$ cat config.mk
export PLATFORM = sky130hd
export DESIGN_NAME = instr_encoder_loader
export DESIGN_NICKNAME = d
export VERILOG_FILES = /design/src/rtl/riscv_pkg.sv /design/src/rtl/rv_instr_encoder.sv /design/src/rtl/instr_encoder_loader.sv
export SDC_FILE = /design/constraint.sdc
export NUM_CORES = 1
export LEC_CHECK = 0
export BUFFER_PORTS_ARGS = -buffer_cell sky130_fd_sc_hd__buf_2
export CAP_MARGIN = 20
export CELL_PAD_IN_SITES_DETAIL_PLACEMENT = 1
export CELL_PAD_IN_SITES_GLOBAL_PLACEMENT = 2
export CORE_ASPECT_RATIO = 0.5
export CORE_UTILIZATION = 31
export CTS_CLUSTER_SIZE = 30
export DETAILED_ROUTE_END_ITERATION = 6
export PLACE_DENSITY_LB_ADDON = 0.1
export SLEW_MARGIN = 0
export SYNTH_ARGS = -nofsm -noshare
export SYNTH_HDL_FRONTEND = slang
export SYNTH_SLANG_ARGS = --single-unit
$ cat constraint.sdc
create_clock -name clk -period 5.4 [get_ports clk]
set_input_delay 1.08 -clock clk [delete_from_list [all_inputs] [get_ports clk]]
set_output_delay 1.08 -clock clk [all_outputs]
set_load 0.01 [all_outputs]
$ cat src/rtl/riscv_pkg.sv
// Shared RV32I subset definitions used by the main decoder and the program loader.
// Opcodes, class codes, fixed funct3 values and the loader state encoding live here.
package riscv_pkg;

    localparam logic [6:0] OP_LW    = 7'b0000011;
    localparam logic [6:0] OP_SW    = 7'b0100011;
    localparam logic [6:0] OP_RTYPE = 7'b0110011;
    localparam logic [6:0] OP_BEQ   = 7'b1100011;

    localparam logic [1:0] CLS_LW  = 2'b00;
    localparam logic [1:0] CLS_SW  = 2'b01;
    localparam logic [1:0] CLS_R   = 2'b10;
    localparam logic [1:0] CLS_BEQ = 2'b11;

    localparam logic [2:0] FUNCT3_LW_SW = 3'b010;
    localparam logic [2:0] FUNCT3_BEQ   = 3'b000;

    typedef enum logic [1:0] {
        ST_IDLE   = 2'd0,
        ST_ACCEPT = 2'd1,
        ST_WRITE  = 2'd2,
        ST_DONE   = 2'd3
    } ld_state_e;

endpackage

$ cat src/rtl/rv_instr_encoder.sv
// Combinational assembler: symbolic instruction fields to a 32-bit RV32I word.
// Flags R-type words whose funct7 bit 5 is set on a funct3 that has no alternate form.
module rv_instr_encoder
    import riscv_pkg::*;
(
    input  logic [1:0]  cls,
    input  logic [4:0]  rd,
    input  logic [4:0]  rs1,
    input  logic [4:0]  rs2,
    input  logic [11:0] imm,
    input  logic [2:0]  funct3,
    input  logic        funct7b5,
    output logic [31:0] instr,
    output logic        illegal
);

    always_comb begin
        instr   = '0;
        illegal = 1'b0;
        case (cls)
            CLS_LW:  instr = {imm, rs1, FUNCT3_LW_SW, rd, OP_LW};
            CLS_SW:  instr = {imm[11:5], rs2, rs1, FUNCT3_LW_SW, imm[4:0], OP_SW};
            CLS_R: begin
                instr   = {1'b0, funct7b5, 5'b00000, rs2, rs1, funct3, rd, OP_RTYPE};
                illegal = funct7b5 && (funct3 != 3'b000) && (funct3 != 3'b101);
            end
            // imm carries branch offset bits [12:1], so imm[k] is offset bit k+1
            CLS_BEQ: instr = {imm[11], imm[9:4], rs2, rs1, FUNCT3_BEQ,
                              imm[3:0], imm[10], OP_BEQ};
            default: instr = '0;
        endcase
    end

endmodule

$ cat src/rtl/instr_encoder_loader.sv
// Program loader: accepts symbolic instructions, encodes them and writes them
// sequentially into instruction memory with a held request / ack handshake.
module instr_encoder_loader
    import riscv_pkg::*;
#(
    parameter int ADDR_W = 32,
    parameter int CNT_W  = 16
) (
    input  logic              clk,
    input  logic              rst_n,
    input  logic              start,
    input  logic              abort,
    input  logic [ADDR_W-1:0] base_addr,
    input  logic              cmd_valid,
    output logic              cmd_ready,
    input  logic [1:0]        cmd_class,
    input  logic [4:0]        cmd_rd,
    input  logic [4:0]        cmd_rs1,
    input  logic [4:0]        cmd_rs2,
    input  logic [11:0]       cmd_imm,
    input  logic [2:0]        cmd_funct3,
    input  logic              cmd_funct7b5,
    input  logic              cmd_last,
    output logic              imem_we,
    output logic [ADDR_W-1:0] imem_addr,
    output logic [31:0]       imem_wdata,
    input  logic              imem_ack,
    output logic              busy,
    output logic              done,
    output logic [CNT_W-1:0]  count,
    output logic              err_illegal
);

    ld_state_e         state_q, state_d;
    logic [ADDR_W-1:0] addr_q, addr_d;
    logic [31:0]       wdata_q, wdata_d;
    logic [CNT_W-1:0]  count_q, count_d;
    logic              last_q, last_d;
    logic              err_q, err_d;
    logic              ready_q, ready_d;
    logic              we_q, we_d;
    logic              busy_q, busy_d;
    logic              done_q, done_d;

    logic [31:0] enc_word;
    logic        enc_illegal;

    rv_instr_encoder u_enc (
        .cls      (cmd_class),
        .rd       (cmd_rd),
        .rs1      (cmd_rs1),
        .rs2      (cmd_rs2),
        .imm      (cmd_imm),
        .funct3   (cmd_funct3),
        .funct7b5 (cmd_funct7b5),
        .instr    (enc_word),
        .illegal  (enc_illegal)
    );

    always_comb begin
        state_d = state_q;
        addr_d  = addr_q;
        wdata_d = wdata_q;
        count_d = count_q;
        last_d  = last_q;
        err_d   = err_q;
        if (abort) begin
            state_d = ST_IDLE;
        end else begin
            case (state_q)
                ST_IDLE: if (start) begin
                    addr_d  = base_addr;
                    count_d = '0;
                    err_d   = 1'b0;
                    state_d = ST_ACCEPT;
                end
                ST_ACCEPT: if (cmd_valid) begin
                    wdata_d = enc_word;
                    last_d  = cmd_last;
                    err_d   = err_q | enc_illegal;
                    state_d = ST_WRITE;
                end
                ST_WRITE: if (imem_ack) begin
                    addr_d  = addr_q + ADDR_W'(4);
                    count_d = (count_q == '1) ? count_q : count_q + CNT_W'(1);
                    state_d = last_q ? ST_DONE : ST_ACCEPT;
                end
                ST_DONE: state_d = ST_IDLE;
                default: state_d = ST_IDLE;
            endcase
        end
        // Outputs are decoded from the next state so they register alongside it
        ready_d = (state_d == ST_ACCEPT);
        we_d    = (state_d == ST_WRITE);
        busy_d  = (state_d == ST_ACCEPT) || (state_d == ST_WRITE);
        done_d  = (state_d == ST_DONE);
    end

    always_ff @(posedge clk or negedge rst_n) begin
        if (!rst_n) begin
            state_q <= ST_IDLE;
            addr_q  <= '0;
            wdata_q <= '0;
            count_q <= '0;
            last_q  <= 1'b0;
            err_q   <= 1'b0;
            ready_q <= 1'b0;
            we_q    <= 1'b0;
            busy_q  <= 1'b0;
            done_q  <= 1'b0;
        end else begin
            state_q <= state_d;
            addr_q  <= addr_d;
            wdata_q <= wdata_d;
            count_q <= count_d;
            last_q  <= last_d;
            err_q   <= err_d;
            ready_q <= ready_d;
            we_q    <= we_d;
            busy_q  <= busy_d;
            done_q  <= done_d;
        end
    end

    assign cmd_ready   = ready_q;
    assign imem_we     = we_q;
    assign imem_addr   = addr_q;
    assign imem_wdata  = wdata_q;
    assign busy        = busy_q;
    assign done        = done_q;
    assign count       = count_q;
    assign err_illegal = err_q;

endmodule
# Yosys cells after proc, flatten, opt, wreduce, memory -nomap -nowiden
# Index checks and enable logic that the tools add are counted.
[classes] bitwise=2 mux=18 n_eq_ne=15 n_mul=0 n_reduce_logical=12 div=0 n_shift=0 add_sub_neg=2 magnitude_cmp=0
[ops] cell="case mux 32 bit (4 select lines)" n=1
[ops] cell="2-to-1 mux 32 bit" n=2
[ops] cell="case mux 32 bit (2 select lines)" n=1
[ops] cell="2-to-1 mux 16 bit" n=3
[ops] cell="adder 32 x 3 -> 32 bit, second input constant" n=1
[ops] cell="case mux 16 bit (2 select lines)" n=1
[ops] cell="adder 16 x 1 -> 16 bit, second input constant" n=1
[ops] cell="== test 16 bit, second input constant" n=1
[ops] cell="== test 2 bit, second input constant" n=6
[ops] cell="2-to-1 mux 2 bit" n=5
[ops] cell="inequality test 2 bit, second input constant" n=4
[ops] cell="case mux 2 bit (4 select lines)" n=1
[ops] cell="AND reduction 4 bit" n=2
[ops] cell="== test 2 x 1 -> 1 bit, second input constant" n=3
[ops] cell="AND reduction 5 bit" n=1
[ops] cell="zero test 2 bit" n=2
[ops] cell="nonzero test 2 bit" n=2
[ops] cell="2-to-1 mux 1 bit" n=3
[ops] cell="inequality test 3 bit, second input constant" n=1
[ops] cell="AND reduction 3 bit" n=1
[ops] cell="nonzero test 3 bit" n=1
[ops] cell="logical AND 1 bit" n=2
[ops] cell="case mux 1 bit (2 select lines)" n=1
[ops] cell="logical OR 1 bit" n=1
[ops] cell="other kinds (2)" n=2
[totals] romBits=0 latchBits=0 register_bits=88 wordCells=59 inputBits=72 n_memories=0 mem_bits_rw=0 out_inout_bits=85

# Longest topological paths before layout
[depth] depth_word=7 mapped_depth=8

# Hierarchy
# From an unflattened synthesis, not the netlist that was laid out.
[hier_totals] cells_unflattened=484 hier_area_um2=4812.1
[modules_own_cells] mod="instr_encoder_loader" seq_area_each_um2=2202.1 area_each_um2=4413.0 cells_per_inst=430 instances=1
[modules_own_cells] mod="rv_instr_encoder" seq_area_each_um2=0.0 area_each_um2=399.1 cells_per_inst=54 instances=1

# Worst setup path before layout
# No wires, ideal clock.
[synth_path] kind="input -> register" from="input abort" to="register count_q[5], in the netlist count[5]" path_slack_ps=3051 required_time_ps=5323 setup_time_ps=77 n_path_buf=1 stages=5 t_arrival_ps=2271 path_cell_list="clkbuf_1 nor3_4 o21ai_4 or4_1 a21oi_1"
[synth_via] elab_chain_len=2
[synth_lines] element="start, declared" line="instr_encoder_loader.sv:12" rtl="input logic abort,"
[synth_lines] element="inverter 1 bit (no source line)"
[synth_lines] element="AND reduction 5 bit (no source line)"
[synth_lines] element="end signal, assigned" line="instr_encoder_loader.sv:115" rtl="count_q <= count_d;"
[synth_lines] element="end, declared" line="instr_encoder_loader.sv:37" rtl="logic [CNT_W-1:0] count_q, count_d;"
# No other way between the ends.
# A chain may end at the register's enable or synchronous reset.

# Final worst setup path
[layout_path] from="input imem_ack" to="register addr_q[31], in the netlist imem_addr[31]"
[layout_via] elab_chain_len=2
[layout_lines] element="start, declared" line="instr_encoder_loader.sv:27" rtl="input logic imem_ack,"
[layout_lines] element="inequality test 2 bit (no source line)"
[layout_lines] element="AND reduction 4 bit (no source line)"
[layout_lines] element="end signal, assigned" line="instr_encoder_loader.sv:113" rtl="addr_q <= addr_d;"
[layout_lines] element="end, declared" line="instr_encoder_loader.sv:35" rtl="logic [ADDR_W-1:0] addr_q, addr_d;"
# No other way between the ends.

==> impl_metrics.toml <==
[setup_path]
crit_buf_inv = 1
max_stage_delay_ps = 830
startpoint_type = "input pin"
crit_chain = "buf_2 > mux2i_1 > nand2b_1 > o311ai_0 > o311ai_0"
worst-path-stages = 5
cpLargestDelayFamily = "simple AND/OR/NAND/NOR gates"
worstSetupEndpointType = "flip-flop"
arrival_ps = 3010
criticalPathCategory = "input pin to flip-flop"
cp_data_required_time_ps = 5600
crit_fanout = 21
critPathMostFrequentCell = "o311ai_0"
slowest_stage = "nand2b_1"
rr_worst_depth = 4

[floorplan]
rows = 30
initial_utilization_pct = 32.5
die_y_microns = 87.2
die_w_microns = 172
die_area_sq_um = 15000
core_region_area_sq_um = 13900
io_pins = 157

[clocking]
cts_hold_buf = 0
clockBufferDepth = 2
cts_sinks = 85
clkTransAtPathRegs_ps = 70
cts-root-buf = "clkbuf_16"
cts_setup_buffers = 0
post_cts_resized = 0
htreeDepth = 3
cts_buffers = 9
clock_latency_ps = 340
cts_tree = "built"

[global_routing]
grt_pass1_wl_mm = 23.1
grtUsageTotal_pct = 19.8
antenna_found_initial = 0
grt_max_degree = 53
grt_pass1_vias = 4350
overflow = 0

[synth]
synth_edf_count = 0
netlist_area_sq_um = 4510
yosys.area_share.simple_pct = 25.8
synth_fa_ha_area_share_pct = 1.39
netlist_instances = 504
async_reset_ff_share_pct = 100
ys_ff_latch = 85
synth-compound-area-share_pct = 16.8
yosys_warnings = 0
synth_ff_type = "dfrtp_1"
yosysSeqAreaShare_pct = 47.2
avgSynthCellArea_sq_um = 8.94
synth_top_family_by_area = "simple AND/OR/NAND/NOR gates"
synth-xor-area-share_pct = 1.75
synth_cell_types = 55
synthMuxAreaShare_pct = 3.36

[timing]
fin_tns_setup_ps = 0
rsz0062_at_grt = "false"
setup_viol = 0
finClkSkew_ps = 14.0
final.period_utilization_pct = 52.2
hold_violations = 0
tightest_slew_ps = 965
whs_ps = 462
period_minus_slack_ps = 2820
fmax_mhz = 355
slew_viol_final = 0
slew_headroom_pct = 35.7

[drt]
drtIter0Drc = 175
totalWireLength_mm = 14.5
wl_met1_mm = 6.83
top_layer = "met4"
num_vias = 4356
wire_per_inst_microns = 17.3
dr_wl_met3_microns = 935
viasPerCell = 5.17
postRouteAntennaNets = 0
drc_errors = 0
wl_met2_mm = 6.70
dr.pass1.iters = 4

[power_and_ir_drop]
vdd_drop_max_mv = 0.134
leakage_nw = 2.68
pwr_density_cell_nw_per_um2 = 346

[cells_and_area]
final_cell_area_sq_um = 5750
layout-area-overhead-vs-synth_pct = 27.5
stdcell_count = 842
final_nets = 722
drive_gt1_share_pct = 28.6
num_antenna_cells = 0

[status]
status = "complete, no violations"

[placed_design]
dp_hpwl_mm = 10.3
dpl.cell_count = 826
port_buffers = 154
routabilityCongestion = 0.759
place_area_sq_um = 5450

[job]
max_cap_violations = 0

[worst_hold_path]
hold_class = "flip-flop to flip-flop"
min_path_cells = 2
[synth_stat cells (all sizes together), types with 2 or more instances]
cell     count  share of area [%]
a211oi       5               0.83
o21ai       36                4.2
dfrtp       85                 47
nand3       19                2.2
inv          7               0.58
nor3b        2               0.44
a31oi        7               0.97
xnor2        8                1.6
a2bb2oi     10                1.9
buf         11                1.4
nor2b        3               0.42
ha           5                1.4
mux2i       14                3.1
and2         5               0.69
a221oi       5               0.97
a311oi       7                1.4
nand2       89                7.4
a21oi       28                3.1
o311ai       2               0.39
nor4         9                1.7
clkbuf      20                1.7
and3        11                1.5
or4          4               0.75
nor3        10                1.4
o22ai       10                1.4
nand2b       8                1.1
nand4        8                1.1
or3          4               0.56
nor2        49                4.1
and4         7                1.4
[logic make-up after synthesis]
| kind of cell | Yosys count |
|---|---|
| xor gates and xnor gates | 9 |
| other | 1 |
| muxes | 15 |
| AOI/OAI and AO/OA | 118 |
| adders and majority gates | 5 |
| buffers and inverters | 38 |
| and+or+nand+nor | 233 |
| DFF | 85 |
[power breakdown]
group | leakage [nW] | total, mW | internal [mW] | switching, mW
logic | 1.49 | 0.486 | 0.202 | 0.284
registers | 1.04 | 0.863 | 0.754 | 0.109
clock network | 0.147 | 0.638 | 0.363 | 0.275
total | 2.68 | 1.99 | 1.32 | 0.668
[worst reg2reg max path: cells and delay by family, from the launching register on]
family	cells	cell delay, ps
AOI/OAI and AO/OA	2	460
muxes	1	620
DFF	1	460
and+or+nand+nor	1	830
[flip-flops by register name (all words and copies together) (netlist names)]
name	count
count	16
imem_wdata	29
imem_we	1
imem_addr	32
busy	1
cmd_ready	1
done	1
state_q	2
err_illegal	1
last_q	1
[path summary, 6_finish.rpt]
kind	start	endpoint	slack, ps
worst max-delay path	imem_ack	imem_addr[31]	2580
worst min-delay path	imem_wdata[12]	imem_wdata[12]	460
worst max register to register	state_q[1]	imem_addr[31]	2900
worst min register to register	imem_wdata[12]	imem_wdata[12]	460
max in group asynchronous	rst_n	err_illegal	3620
min in group asynchronous	rst_n	imem_addr[5]	760
[cell type report]
| type | instances | area [sq um] |
|---|---|---|
| Clock inverter | 6 | 70.1 |
| Fill cell | 1665 | 8100 |
| Sequential cell | 85 | 2130 |
| Tap cell | 192 | 240 |
| Timing Repair Buffer | 160 | 818 |
| Multi-Input combinational cell | 382 | 2240 |
| Clock buffer | 10 | 229 |
| Inverter | 7 | 26.3 |
[per-stage QoR]
| step | total power, mW | worst slack, ps | util, % |
|---|---|---|---|
| after detailed placement | 1.37 | 2250 | 39.3 |
| after global placement | 1.35 | 2340 | 39.3 |
| after global routing | 2.11 | 2370 | 41.5 |
| final | 1.99 | 2580 | 41.5 |
| after CTS | 2.02 | 2570 | 41.5 |
| after floorplan | 1.12 | 3050 | - |
[placed cells by master (no fill, tap or decap), drive strengths merged, types with 2 or more instances in the layout]
| cell | n |
|---|---|
| a211oi | 5 |
| a21oi | 28 |
| a221oi | 5 |
| a2bb2oi | 10 |
| a311oi | 7 |
| a31oi | 7 |
| and2 | 5 |
| and3 | 11 |
| and4 | 7 |
| buf | 160 |
| clkbuf | 10 |
| clkinv | 3 |
| conb | 2 |
| dfrtp | 85 |
| ha | 5 |
| inv | 9 |
| mux2i | 14 |
| nand2 | 89 |
| nand2b | 8 |
| nand3 | 19 |
| nand4 | 8 |
| nor2 | 49 |
| nor2b | 3 |
| nor3 | 10 |
| nor3b | 2 |
| nor4 | 9 |
| o21ai | 36 |
| o22ai | 10 |
| o311ai | 2 |
| or3 | 4 |
| or4 | 4 |
| xnor2 | 8 |
[layer usage]
metal | vias to the layer above | track usage [%]
met5 | - | 0
met4 | 0 | 3.78
met3 | 6 | 5.72
met2 | 109 | 32.4
met1 | 2147 | 26.3
li1 | 2094 | -
(Power assumes the default switching activity.)
